--- config.mk ---
export PLATFORM = sky130hd
export DESIGN_NAME = reg_file
export DESIGN_NICKNAME = d
export VERILOG_FILES = /design/src/rtl/reg_file.sv
export SDC_FILE = /design/constraint.sdc
export NUM_CORES = 2
export LEC_CHECK = 0
export ABC_AREA = 1
export BUFFER_PORTS_ARGS = -buffer_cell sky130_fd_sc_hd__buf_2
export CAP_MARGIN = 20
export CELL_PAD_IN_SITES_DETAIL_PLACEMENT = 1
export CELL_PAD_IN_SITES_GLOBAL_PLACEMENT = 1
export CORE_MARGIN = 2
export CORE_UTILIZATION = 25
export DETAILED_ROUTE_END_ITERATION = 8
export GPL_ROUTABILITY_DRIVEN = 0
export PLACE_DENSITY = 0.61
export RECOVER_POWER = 25
export SETUP_SLACK_MARGIN = 0.05
export SLEW_MARGIN = 15
export SYNTH_ARGS = -nofsm -noshare
export SYNTH_HDL_FRONTEND = slang
export SYNTH_SLANG_ARGS = --single-unit
--- constraint.sdc ---
create_clock -name clk -period 1.7 [get_ports clk]
set_input_delay 0.34 -clock clk [delete_from_list [all_inputs] [get_ports clk]]
set_output_delay 0.34 -clock clk [all_outputs]
set_load 0.01 [all_outputs]
--- src/rtl/reg_file.sv ---
// reg_file: 32x32 integer register file, two async reads, one write.
// State updates on the falling clock edge; x0 is hardwired to zero.
module reg_file (
  input  logic        clk,
  input  logic        reset,
  input  logic        we3,
  input  logic [4:0]  a1,
  input  logic [4:0]  a2,
  input  logic [4:0]  a3,
  input  logic [31:0] wd3,
  output logic [31:0] rd1,
  output logic [31:0] rd2
);

  logic [31:0] regs_q [31:1];
  logic [31:0] regs_d [31:1];

  always_comb begin
    regs_d = regs_q;
    if (we3 && (a3 != 5'd0)) begin
      regs_d[a3] = wd3;
    end
  end

  // Mid-cycle commit lets decode see writeback data in the same cycle.
  always_ff @(negedge clk) begin
    if (reset) begin
      for (int i = 1; i < 32; i++) begin
        regs_q[i] <= '0;
      end
    end else begin
      regs_q <= regs_d;
    end
  end

  always_comb begin
    rd1 = '0;
    rd2 = '0;
    if (a1 != 5'd0) rd1 = regs_q[a1];
    if (a2 != 5'd0) rd2 = regs_q[a2];
  end

endmodule

==> implementation parameters <==
Parameter                              Value

Outcome
  Run status ... finished with violations
  Violations in the final reports ... design-rule violations, negative setup slack

Clock tree
  Reg clk slew, reported paths ... 0.12 ns
  Skew-Pair Late Insertion Delay ... 0.79 ns
  Level count of the clock H-tree ... 4
  Clock tree from TritonCTS ... done
  Maximum clock path buffer count ... 3
  Clk sink count ... 992
  CTS Root Cell ... sky130_fd_sc_hd__clkbuf_16
  Num CTS Buffers ... about 130

Layout
  Most frequent standard cell in the layout excluding fill and tap cells ... sky130_fd_sc_hd__nand2_1
  Net count, final ... 10500
  Share of post-route cells with drive strength above 1 ... 0.321
  Top library cells by usage in the layout, fill and taps aside ... sky130_fd_sc_hd__nand2_1, sky130_fd_sc_hd__inv_1, sky130_fd_sc_hd__nand3_1
  Final-layout fill cell count ... 26600
  Layout area overhead ... 56.6%
  Flip-flop count of the largest register after layout ... 992
  Most flops, register ... regs_q
  Largest registers ... regs_q x992

Global route
  Antenna violations before repair ... 5
  Grt ovf ... 0
  Maximum number of pins on one net before global-route repair ... 54
  Global routing usage summed across all routing layers ... 0.279
  Wire length of the first global-routing pass ... 469000 um
  Number of global-route vias before repair ... 75600

Setup path
  CP Class ... reg2out
  CP required ... 1.36 ns
  Critical-path maximum fanout ... 3
  Element type at the critical path end ... output pin
  Startpoint class of the critical path ... flip-flop
  Arrival time reported for the critical path endpoint ... 2.95 ns
  Depth of the most critical reg-to-reg path ... 4

Drt
  DRC violation count after routing ... 2
  Final routed wirelength across all metal layers ... 333000 um
  DRT Pass-1 Iters ... 7
  Remaining antenna violation count after routing ... 0
  Total via count in the routed design ... between 70000 and 80000
  Routed WL per cell ... 24.8 um
  Detailed Route Iter0 Violations ... between 6000 and 7000
  Vias per std cell ... 5.38

Power
  Fraction of power consumed by combinational cells ... 0.157
  Switching component of the power ... 27400 uW
  Switching share of power ... 0.363
  Cell leakage power ... 0.0375 uW
  Maximum resistive drop on vdd ... 1240 uV
  Clock power frac ... 0.527
  Power Density ... 889 mW/mm2
  Proportion of power drawn by flip-flops and latches ... 0.315
  Internal power component ... 48100 uW

Hold path
  Worst min-delay path class ... reg2reg
  Hold Path Cell Cnt ... 2

Place
  Port-buffer cells ... 113
  Post-detail-place hpwl ... roughly 200000 um

STA
  Transition time at the pin with the least slew margin ... around 1.2 ns
  Final setup violating endpoints ... 841
  Setup repair after global routing missed its margin ... true
  Final Skew ... 0 ns
  Fin Hold WS ... 0.467 ns
  Final worst slack ... -1.59 ns
  Count of final max-slew check failures ... 0
  Final hold violation count ... 0
  Slew Limit Headroom ... 0.178
  Sum of negative setup slack ... -143.16 ns

Floorplanning
  Chip width ... 470 um
  Standard-cell rows ... between 150 and 200
  Total core area ... 0.215 mm2
  I/O pin count ... 114
  Total die area ... between 0.2 and 0.25 mm2
  Initial Utilization ... 0.252
  Chip Height ... ~470 um

Yosys
  Average instance area after synthesis ... 6.17 um2
  Portion of the post-synthesis area used by sequential elements ... 0.366
  Netlist Area Pre-Place ... 0.0542 mm2
  Synthesized flop and latch total ... approximately 990
  Synth warnings ... 0
  Syn Nets ... 8839
  Post-synthesis cell type count ... 16
  Instance count of the mapped netlist ... 8789

Job
  Number of violations of the max-capacitance limit ... 0
-- per-stage QoR --
step	power [uW]	setup slack (ns)	instance area [um2]	util	cells
after floorplan	32100	-0.377	55500	-	8789
after global placement	37200	-1.12	67600	0.315	12100
after detailed placement	37300	-1.12	67600	0.315	12100
after CTS	75000	-1.55	80700	0.375	13400
after global routing	79300	-1.60	84900	0.395	13400
final	75500	-1.59	84900	0.395	13400
-- timing repair --
action                      CTS  global route
setup buffers                40            36
setup endpoints to repair   793           978
cloned                       25            25
gates resized for setup    1191          1006
pin swaps                   329           431
hold buffers                  0             0
-- per-layer routing --
metal,part of all wire,global-route usage,vias to the layer above
met5,0.000039,0,-
met3,0.072,0.0620,1053
met4,0.073,0.204,2
met2,0.45,0.446,3227
li1,-,-,32000
met1,0.40,0.328,35900
-- power by group through the flow --
stage	Clock, uW	Combinational, uW	Sequential [uW]
final	39800	11900	23800
after global routing	43200	12300	23800
after CTS	40300	10900	23800
after detailed placement	3520	9650	24100
after global placement	3520	9550	24100
after floorplan	3520	4470	24100
-- cell usage after synthesis (all sizes together) --
master | n | area [um2]
nand2 | 3012 | 11300
nand3 | 1484 | 7470
dfxtp | 992 | 19900
a21oi | 734 | 3670
nor2 | 689 | 2610
inv | 562 | 2110
a211oi | 514 | 3860
clkbuf | 462 | 1730
buf | 339 | 1590
clkinv | 1 | 3.75
-- critical path, cell delays in order, from the launching register on --
cell                      delay, ns
sky130_fd_sc_hd__dfxtp_4       0.39
sky130_fd_sc_hd__nand2_2       0.08
sky130_fd_sc_hd__nand3_2       0.08
sky130_fd_sc_hd__nand2_2       0.08
sky130_fd_sc_hd__nand2_2       0.05
sky130_fd_sc_hd__nand3_2       0.07
sky130_fd_sc_hd__nand2_2       0.06
sky130_fd_sc_hd__nand2_2       0.09
sky130_fd_sc_hd__buf_12        0.14
sky130_fd_sc_hd__nand2_8       0.06
sky130_fd_sc_hd__buf_6         0.12
-- path summary, 6_finish.rpt --
kind | to | slack (ns) | from
max | rd2[11] | -1.59 | regs_q[107]
max reg2reg | regs_q[330] | 0.72 | regs_q[330]
min | regs_q[133] | 0.47 | regs_q[133]
min reg2reg | regs_q[133] | 0.47 | regs_q[133]
-- area by class of cell --
class / count / area, um2 / area share
multi-input combinational: 6434 / 35600 / 0.420
sequential: 992 / 20300 / 0.239
timing repair buffer: 1363 / 15000 / 0.177
clock inverter: 1087 / 4620 / 0.0544
tap: 2838 / 3550 / 0.0418
clock buffer: 140 / 3500 / 0.0413
inverter: 562 / 2280 / 0.0269
timing repair inverter: 2 / 28.8 / 0.000339
antenna: 4 / 10.0 / 0.000118
-- cells by family after synthesis --
family,synth area share
compound gates,0.139
simple gates,0.394
flops,0.366
buf+inv,0.100
Power figures use the tool's default switching activity.
